<file path="src/rtl/com_ctrl.sv">
// sys_clk-side protocol controller: accepts fs_read packets, decodes the command, replies via fs_send.
// fd_read follows fs_read by 1 cycle; fs_send rises 2 cycles after fd_read falls; an unanswered send aborts after TIMEOUT_CYC cycles.
module com_ctrl #(
    parameter int          TIMEOUT_CYC = 4096,
    parameter logic [11:0] MAX_DLEN    = 12'd2048
) (
    input  logic        clk,
    input  logic        rst,
    input  logic        fs_read,
    input  logic [3:0]  read_btype,
    input  logic [31:0] cache_cmd,
    output logic        fd_read,
    output logic        fs_send,
    output logic [3:0]  send_btype,
    output logic [11:0] send_dlen,
    output logic [11:0] ram_addr_init,
    input  logic        fd_send,
    output logic [31:0] cfg_reg,
    output logic        cfg_vld,
    output logic        busy,
    output logic [7:0]  err_cnt
);
    typedef enum logic [2:0] {IDLE, ACK_RX, DECODE, SEND, RELEASE} state_t;

    localparam int TW = $clog2(TIMEOUT_CYC + 1);

    state_t      state, next_state;
    logic [TW-1:0] tcnt;
    logic [3:0]  rx_btype;
    logic [31:0] rx_cmd;
    logic [11:0] req_addr, req_dlen;
    logic        req_bad, tmo, err_inc;

    assign req_addr = rx_cmd[11:0];
    assign req_dlen = rx_cmd[23:12];
    assign req_bad  = (req_dlen == 12'd0) || (req_dlen > MAX_DLEN);
    assign tmo      = (tcnt == TW'(TIMEOUT_CYC - 1));

    assign fd_read = (state == ACK_RX);
    assign busy    = (state != IDLE);

    always_ff @(posedge clk) begin
        if (rst) state <= IDLE;
        else     state <= next_state;
    end

    always_comb begin
        next_state = state;
        err_inc    = 1'b0;
        case (state)
            IDLE:    if (fs_read) next_state = ACK_RX;
            ACK_RX:  if (!fs_read) next_state = DECODE;
            DECODE: begin
                case (rx_btype)
                    4'h1, 4'h3: next_state = SEND;
                    4'h2: begin
                        next_state = SEND;
                        err_inc    = req_bad;
                    end
                    default: begin
                        next_state = IDLE;
                        err_inc    = 1'b1;
                    end
                endcase
            end
            // fd_send is only honoured once our own request is visible
            SEND: begin
                if (fs_send && fd_send) next_state = RELEASE;
                else if (tmo) begin
                    next_state = IDLE;
                    err_inc    = 1'b1;
                end
            end
            RELEASE: begin
                if (!fd_send) next_state = IDLE;
                else if (tmo) begin
                    next_state = IDLE;
                    err_inc    = 1'b1;
                end
            end
            default: next_state = IDLE;
        endcase
    end

    always_ff @(posedge clk) begin
        if (rst) begin
            fs_send       <= 1'b0;
            send_btype    <= 4'h0;
            send_dlen     <= 12'd0;
            ram_addr_init <= 12'd0;
            cfg_reg       <= 32'd0;
            cfg_vld       <= 1'b0;
            err_cnt       <= 8'd0;
            tcnt          <= '0;
            rx_btype      <= 4'h0;
            rx_cmd        <= 32'd0;
        end else begin
            cfg_vld <= 1'b0;
            // registered one cycle after SEND entry; drops on the edge that leaves SEND
            fs_send <= (state == SEND) && (next_state == SEND);

            if ((next_state != state) && ((next_state == SEND) || (next_state == RELEASE)))
                tcnt <= '0;
            else if ((state == SEND) || (state == RELEASE))
                tcnt <= tcnt + 1'b1;

            if ((state == IDLE) && fs_read) begin
                rx_btype <= read_btype;
                rx_cmd   <= cache_cmd;
            end

            if (state == DECODE) begin
                case (rx_btype)
                    4'h1: begin
                        cfg_reg       <= rx_cmd;
                        cfg_vld       <= 1'b1;
                        send_btype    <= 4'h8;
                        send_dlen     <= 12'd0;
                        ram_addr_init <= 12'd0;
                    end
                    4'h2: begin
                        send_btype    <= req_bad ? 4'hF : 4'h9;
                        send_dlen     <= req_bad ? 12'd0 : req_dlen;
                        ram_addr_init <= req_bad ? 12'd0 : req_addr;
                    end
                    4'h3: begin
                        send_btype    <= 4'hA;
                        send_dlen     <= 12'd0;
                        ram_addr_init <= {4'h0, err_cnt};
                    end
                    default: ;
                endcase
            end

            if (err_inc && (err_cnt != 8'hFF))
                err_cnt <= err_cnt + 8'd1;
        end
    end
endmodule

</file>
<file path="config.mk">
export PLATFORM = sky130hd
export DESIGN_NAME = com_ctrl
export DESIGN_NICKNAME = d
export VERILOG_FILES = /design/src/rtl/com_ctrl.sv
export SDC_FILE = /design/constraint.sdc
export NUM_CORES = 1
export LEC_CHECK = 0
export BUFFER_PORTS_ARGS = -buffer_cell sky130_fd_sc_hd__buf_4
export CAP_MARGIN = 0
export CORE_UTILIZATION = 30
export CTS_CLUSTER_DIAMETER = 60
export DETAILED_ROUTE_END_ITERATION = 10
export GPL_TIMING_DRIVEN = 0
export PLACE_DENSITY = 0.6
export SKIP_CTS_REPAIR_TIMING = 1
export SYNTH_ARGS = -nofsm -noshare
export SYNTH_HDL_FRONTEND = slang
export SYNTH_SLANG_ARGS = --single-unit
</file>
<file path="constraint.sdc">
create_clock -name clk -period 2 [get_ports clk]
set_input_delay 0.3 -clock clk [delete_from_list [all_inputs] [get_ports clk]]
set_output_delay 0.3 -clock clk [all_outputs]
set_load 0.05 [all_outputs]
</file>
# Word level (Yosys, flattened, before mapping)
# Index checks and enable logic that the tools add are counted.
# totals
wordCells	66
inputBits	40
register_bits	122
# op_classes
n_eq_ne	12
add_sub_neg	2
magnitude_cmp	1
reduce_logical	20
mux	19
bitwise_logic	1
# ops
op	n
12-bit case mux with 3 select lines	1
12-bit two-way mux	2
12-bit case mux with 2 select lines	1
3-bit two-way mux	6
3-bit case mux with 5 select lines	1
13-bit by 1-bit adder with 13-bit output, second input constant	1
13-bit by 12-bit == test with 1-bit output, second input constant	1
12-bit greater-than comparator, second input constant	1
12-bit logical NOT	1
4-bit case mux with 3 select lines	1
3-bit by 2-bit == test with 1-bit output, second input constant	3
8-bit by 1-bit adder with 8-bit output, second input constant	1
4-bit by 2-bit == test with 1-bit output, second input constant	2
8-bit != test, second input constant	1
3-bit == test, second input constant	2
2-bit AND reduction	3
3-bit nonzero test	2
2-bit OR reduction	3
1-bit logical AND	5
4-bit by 1-bit == test with 1-bit output, second input constant	1
1-bit two-way mux	4
3-bit by 1-bit == test with 1-bit output, second input constant	1
3-bit logical NOT	1
1-bit logical OR	3
other kinds (7)	7

# Depth between registers and ports, before layout
# Gate-level depths: netlist of the first run.
# depth
depth_word	8
mapped_depth	8
depth_no_buf	6

# Worst setup path after synthesis of the first run
# OpenSTA, ideal clock, no wires.
# synth_path
path_type	reg2reg
start	register err_cnt[0]
end	register err_cnt[3]
path_slack_ns	0.046
stages_incl_launch_ff	7
arrival_ns	1.831
setup_ns	0.123
path_cell_list	dfxtp_1 > ha_1 > and3_1 > a22oi_2 > nand4_1 > a21oi_1 > mux2_1
# synth_between
elab_chain_len	2
word_cells_on_any_way	3
# synth_lines
item	line	text
from (decl)	21	output logic [7:0] err_cnt
from (signal assigned)	136	err_cnt <= err_cnt + 8'd1;
branches (longest 2 deep; another with 8-bit by 1-bit adder with 8-bit output)	n/a	
# Several ways; the timed one is not identified.
# A chain may end at the register's enable or synchronous reset.

# Worst setup path in the final report of the first run
# layout_path
start	register state[1]
end	register send_dlen[6]
# layout_between
elab_chain_len	2
# layout_lines
item	line	text
from (decl)	27	state_t state, next_state;
from (signal assigned)	44	else state <= next_state;
3-bit by 2-bit == test with 1-bit output	112	if (state == DECODE) begin
2-bit AND reduction (no source line)	n/a	
to (signal assigned)	123	send_dlen <= req_bad ? 12'd0 : req_dlen;
to (decl)	15	output logic [11:0] send_dlen,
# No other way between the ends.

==> impl_metrics.tcl, run 1 <==
set metrics [dict create \
    nets 754 \
    cpMostUsedCell "buf_6" \
    max_freq_mhz 494 \
    fillCellCount 1551 \
    syn_inst 575 \
    grt_usage_pct 16.8 \
    drive_gt1_share_pct 29.4 \
    slew_headroom_pct 55.7 \
    worst_path_largest_cell_delay_ns 0.51 \
    r2r-start "state[1]" \
    final_cell_mix "149 x nand2_1, 122 x buf_4, 118 x dfxtp_1" \
    final_antenna_net_count 0 \
    sw_frac_of_total_pct 24.2 \
    grt.overflow.total 0 \
    htreeDepth 4 \
    hold_viol 0 \
    globalplace.congestion 0.765 \
    synthArstFlopShare_pct 0 \
    numCtsBuffers 17 \
    grt_pass1_wl_um 21400 \
    rows 45 \
    start_util_pct 31.2 \
    pwr-share-comb_pct 6.6 \
    dieArea_um2 16500 \
    synth_top_area_cell "dfxtp_1" \
    grt_max_degree 17 \
    endpoint_kind "flop" \
    die_h_um 128 \
    synth_area_um2 4790 \
    leakagePower_nw 2.67 \
    final_util_pct 43.9 \
    syn_nets 617 \
    clock_path_buffers 2 \
    path_max_fanout 10 \
    post-dp-hpwl_um 9480 \
    violations "negative setup slack" \
    worstHoldStart "read_btype[1]" \
    hold_path.class "primary input to flop" \
    grt_pass1_vias 4071 \
    place.port_buffers 110 \
    final_common_cell "nand2_1" \
    dp.cells 896 \
    synth_ff_type "dfxtp_1" \
    synth.top_cell.area_share_pct 51.0 \
    critical_path.slowest_cell "or4_4" \
    fin_crit_sh_pct 101 \
    ys_seq_area_share_pct 51.0 \
    drt_wl_total_um 13400 \
    power.internal_mw 4.51 \
    vias 4372 \
    synth-seq-cells 122 \
    path_cells "buf_6, or3b_4, or4_4, buf_6, buf_6, a22oi_1, nor2_1" \
    slew_viol_final 0 \
    vdd_drop_max_v 0.000579 \
    power_frac_seq_pct 42.8 \
    cp.arrival_ns 2.31 \
    outcome "complete, but fails checks" \
    pin_count 112 \
    clockPowerShare_pct 50.7 \
    core_area_um2 15400 \
    path_class "flop to flop" \
    clk_latency_ns 0.41 \
    syn2layout_area_growth_pct 41.0 \
    min_period_ns 2.03 \
    setup_slack_ns -0.0254 \
    yosysWarningCount 0 \
    switchingPower_mw 1.44 \
    clock_skew_ns 0.00668 \
    antenna_found_initial 0 \
    maxCapViolCount 0 \
    n_antenna_cell 0 \
    netlist_top_cells_area "dfxtp_1 51%, nand2_1 12%, a21oi_1 8.7%, nor2_1 4.6%, a22oi_1 2.4%" \
    stdcell_area_um2 6750 \
    rsz0062_at_grt "true" \
    cts_root_buf "clkbuf_16" \
    start_kind "flop" \
    vias_per_cell 4.67 \
    dr.pass1.iters 4 \
    cts.clk_slew.worst_paths_ns 0.06 \
    synth_edf_count 0 \
    powerDensity_nw_per_um2 881 \
    setup_viol 13 \
    cts_sinks 122 \
    tritoncts "built" \
    wire_per_inst_um 14.4 \
    critPathLaunch "state[1]" \
    synth.avg_cell_area_um2 8.33 \
    place_area_um2 5880 \
    drc_errors 0 \
    worstMarginPinSlew_ns 0.664 \
    cp_data_required_time_ns 2.29 \
    drtIter0Drc 237 \
    synth_cell_type_count 45 \
    stdcell_count 936 \
    dieWidth_um 128 \
]
## through the flow
step | hold WS (ns) | setup TNS [ns] | power, mW | setup WS [ns]
floorplan | 0.432 | 0 | 2.79 | 0.0460
global route | 0.114 | -1.69 | 6.18 | -0.102
finish | 0.124 | -0.216 | 5.95 | -0.0254
CTS | 0.120 | -9.03 | 5.95 | -0.272
detailed placement | 0.446 | -7.91 | 2.94 | -0.253
global placement | 0.442 | -6.46 | 2.94 | -0.226
## kinds of logic (layout without fill, tap and decap cells)
kind of cell / Yosys count / count (layout) / share of synthesized area [%]
xor+xnor: 12 / 12 / 2.19
fa+ha+maj: 2 / 2 / 0.522
buf+inv: 37 / 187 / 3.68
flops: 122 / 122 / 51.0
mux: 8 / 8 / 1.85
compound gates: 114 / 114 / 14.4
simple gates: 280 / 280 / 26.4
## final cells by class
| class | count | area, um2 | area share, % |
|---|---|---|---|
| clock inverters | 14 | 148 | 2.19 |
| flip-flops and latches | 122 | 2450 | 36.2 |
| well taps | 211 | 264 | 3.91 |
| repair buffers | 120 | 901 | 13.3 |
| inverters | 1 | 3.75 | 0.0556 |
| clock buffers | 18 | 439 | 6.50 |
| multi-input cells | 416 | 2350 | 34.8 |
| plain buffers | 34 | 201 | 2.98 |
## power by group through the flow
stage,combinational (mW),sequential [mW],clock [mW]
floorplan,0.206,2.58,0
global placement,0.357,2.58,0
detailed placement,0.358,2.58,0
CTS,0.359,2.53,3.06
global route,0.430,2.55,3.20
finish,0.390,2.54,3.01
## synth_stat cells (2+ instances only)
library cell / n
nor3b_1: 2
and4_1: 3
nor2_1: 59
or2_2: 2
and3_1: 7
xor2_1: 7
nor4_2: 2
buf_2: 3
nand2b_1: 5
or3_1: 4
nor4_1: 2
nand4_1: 7
nand3_1: 8
a31oi_1: 2
xnor2_1: 5
clkbuf_1: 26
nand2_1: 150
a22oi_1: 15
nor2b_1: 7
nor3_1: 14
mux2_1: 7
ha_1: 2
a21oi_1: 83
a221oi_1: 7
dfxtp_1: 122
buf_4: 3
buf_6: 3
## final timing paths
check,end,slack (ns),cells past startpoint
setup / recovery,send_dlen[6],-0.03,7
hold / removal,rx_btype[1],0.12,3
setup reg to reg,send_dlen[6],-0.03,7
hold reg to reg,cfg_reg[27],0.45,2
## worst max-delay path, delay by kind of cell (launching register included)
family                 cells  cell delay [ns]
buffers and inverters      3             0.41
flip-flops                 1             0.32
AO/OA/AOI/OAI              1             0.19
AND/OR/NAND/NOR            3             0.98
## routing by layer
| metal | up-vias | share of wire (%) | GRT usage [%] |
|---|---|---|---|
| li1 | 2236 | - | - |
| met3 | 10 | 6.0 | 5.86 |
| met5 | - | 0 | 0 |
| met2 | 97 | 46 | 25.8 |
| met4 | 0 | 0.82 | 4.98 |
| met1 | 2029 | 47 | 22.2 |
Note: power is estimated with default switching activity, not from simulation.
==> run 2, diff against run 1 <==
--- a/config.mk
+++ b/config.mk
@@ -7,11 +7,11 @@
 export LEC_CHECK = 0
 export BUFFER_PORTS_ARGS = -buffer_cell sky130_fd_sc_hd__buf_4
 export CAP_MARGIN = 0
-export CORE_UTILIZATION = 30
+export CORE_UTILIZATION = 48
 export CTS_CLUSTER_DIAMETER = 60
 export DETAILED_ROUTE_END_ITERATION = 10
 export GPL_TIMING_DRIVEN = 0
-export PLACE_DENSITY = 0.6
+export PLACE_DENSITY = 0.84
 export SKIP_CTS_REPAIR_TIMING = 1
 export SYNTH_ARGS = -nofsm -noshare
 export SYNTH_HDL_FRONTEND = slang
==> impl_metrics.tcl, run 2 (same netlist as run 1, synthesis figures left out) <==
set metrics [dict create \
    path_cells "buf_6, or3b_4, or4_4, buf_8, clkbuf_16, a22oi_1, nor2_1" \
    rrSetupSlack_ns -0.05 \
    wl_met3_um 850 \
    crit_end "ram_addr_init[10]" \
    dieWidth_um 102 \
    stdcell_area_um2 6620 \
    r2r-start "state[1]" \
    finalPower_mw 5.76 \
    cts.clk_slew.worst_paths_ns 0.06 \
    core_area_um2 9730 \
    syn2layout_area_growth_pct 38.3 \
    fin_setup_tns_ns -0.252 \
    start_kind "flop" \
    hold_path.class "primary input to flop" \
    dr.max_layer_used "met4" \
    path_max_fanout 6 \
    post-dp-hpwl_um 9120 \
    htreeDepth 4 \
    critical_path.slowest_cell "or4_4" \
    drc_errors 0 \
    dieArea_um2 10400 \
    start_util_pct 49.2 \
    outcome "complete, but fails checks" \
    sw_frac_of_total_pct 25.1 \
    place.port_buffers 110 \
    stdcell_count 856 \
    path_class "flop to flop" \
    leakagePower_nw 2.66 \
    violations "negative setup slack" \
    cp_data_required_time_ns 2.38 \
    power.internal_mw 4.32 \
    final_common_cell "nand2_1" \
    antenna_found_initial 0 \
    rr_worst_depth 7 \
    min_period_ns 2.05 \
    cts_sinks 122 \
    numCtsBuffers 17 \
    place_area_um2 5780 \
    setup_slack_ns -0.0523 \
    r2r-end "ram_addr_init[10]" \
    fin_crit_sh_pct 103 \
    grt_max_degree 17 \
    powerDensity_nw_per_um2 870 \
    tritoncts "built" \
    drive_gt1_share_pct 29.0 \
    slew_viol_final 0 \
    globalplace.congestion 0.825 \
    clockPowerShare_pct 49.0 \
    rsz0062_at_grt "true" \
    dp.cells 818 \
    endpoint_kind "flop" \
    switchingPower_mw 1.45 \
    die_h_um 102 \
    drt_wl_total_um 13900 \
    cts_root_buf "clkbuf_8" \
    final_antenna_net_count 0 \
    grt_pass1_vias 4330 \
    vdd_drop_max_v 0.000559 \
    rows 36 \
    wl_met2_um 7130 \
    maxCapViolCount 0 \
    pin_count 112 \
    hold_viol 0 \
    grt_usage_pct 25.9 \
    max_freq_mhz 487 \
    grt.overflow.total 0 \
    vias 4725 \
    grt_pass1_wl_um 20600 \
    pwr-share-comb_pct 6.8 \
    power_frac_seq_pct 44.2 \
    worst_path_largest_cell_delay_ns 0.48 \
    final_cell_mix "150 x nand2_1, 117 x buf_4, 116 x dfxtp_1" \
    n_antenna_cell 0 \
    slew_headroom_pct 63.7 \
    dr.pass1.iters 5 \
    clock_path_buffers 2 \
    worstMarginPinSlew_ns 0.544 \
    drtIter0Drc 303 \
    wl_met1_um 5700 \
    clk_latency_ns 0.51 \
    cp.arrival_ns 2.44 \
    nets 753 \
    clock_skew_ns 0.00717 \
    setup_viol 10 \
    wire_per_inst_um 16.3 \
    vias_per_cell 5.52 \
    critPathLaunch "state[1]" \
]
run 2: cell types whose count changed in the layout (fill, tap and decap cells not counted), sizes merged:
cell	delta
buf	-4
clkbuf	+3
clkinvlp	-3
clkinv	+2
bufinv	-1
inv	+1
run 2: final cells by class:
type / instances / area [um2]
clock buffers: 18 / 428
clock inverters: 13 / 121
well taps: 133 / 166
flip-flops and latches: 122 / 2450
fillers: 754 / 3110
plain buffers: 34 / 205
multi-input cells: 416 / 2320
repair buffers: 119 / 926
inverters: 1 / 3.75
run 2: metal layers:
layer,GRT usage (%),up-vias
met3,7.80,26
met4,8.13,0
li1,-,2229
met2,45.3,194
met1,30.4,2276
met5,0,-
run 2: worst min-delay path by stage:
stage | to | startpoint | slack [ns] | cells after the start
detailed placement | cfg_reg[24] | rx_cmd[24] | 0.44 | 2
floorplan | cfg_reg[31] | rx_cmd[31] | 0.43 | 2
finish | rx_cmd[14] | cache_cmd[14] | 0.03 | 3
global route | rx_cmd[14] | cache_cmd[14] | 0.009 | 3
CTS | rx_cmd[14] | cache_cmd[14] | 0.02 | 3
global placement | cfg_reg[28] | rx_cmd[28] | 0.44 | 2
run 2: critical path, delay by kind of cell (launching register included):
kind	cells	cell delay [ns]
compound gates	1	0.21
buf+inv	3	0.43
flops	1	0.34
simple gates	3	0.95
run 2: power by group through the flow:
stage	Clock (mW)	Combinational [mW]	Sequential [mW]
3_5_place_dp	0	0.351	2.58
5_1_grt	2.96	0.422	2.55
2_1_floorplan	0	0.206	2.58
3_3_place_gp	0	0.341	2.58
6_report	2.82	0.392	2.55
4_1_cts	2.84	0.355	2.53
run 2: through the flow:
step	util, %	setup slack (ns)	hold WS, ns
after floorplan	-	0.0460	0.432
after global placement	59.4	-0.168	0.439
after detailed placement	59.4	-0.258	0.443
after CTS	65.1	-0.259	0.0179
after global routing	68.1	-0.111	0.00857
final	68.1	-0.0523	0.0348
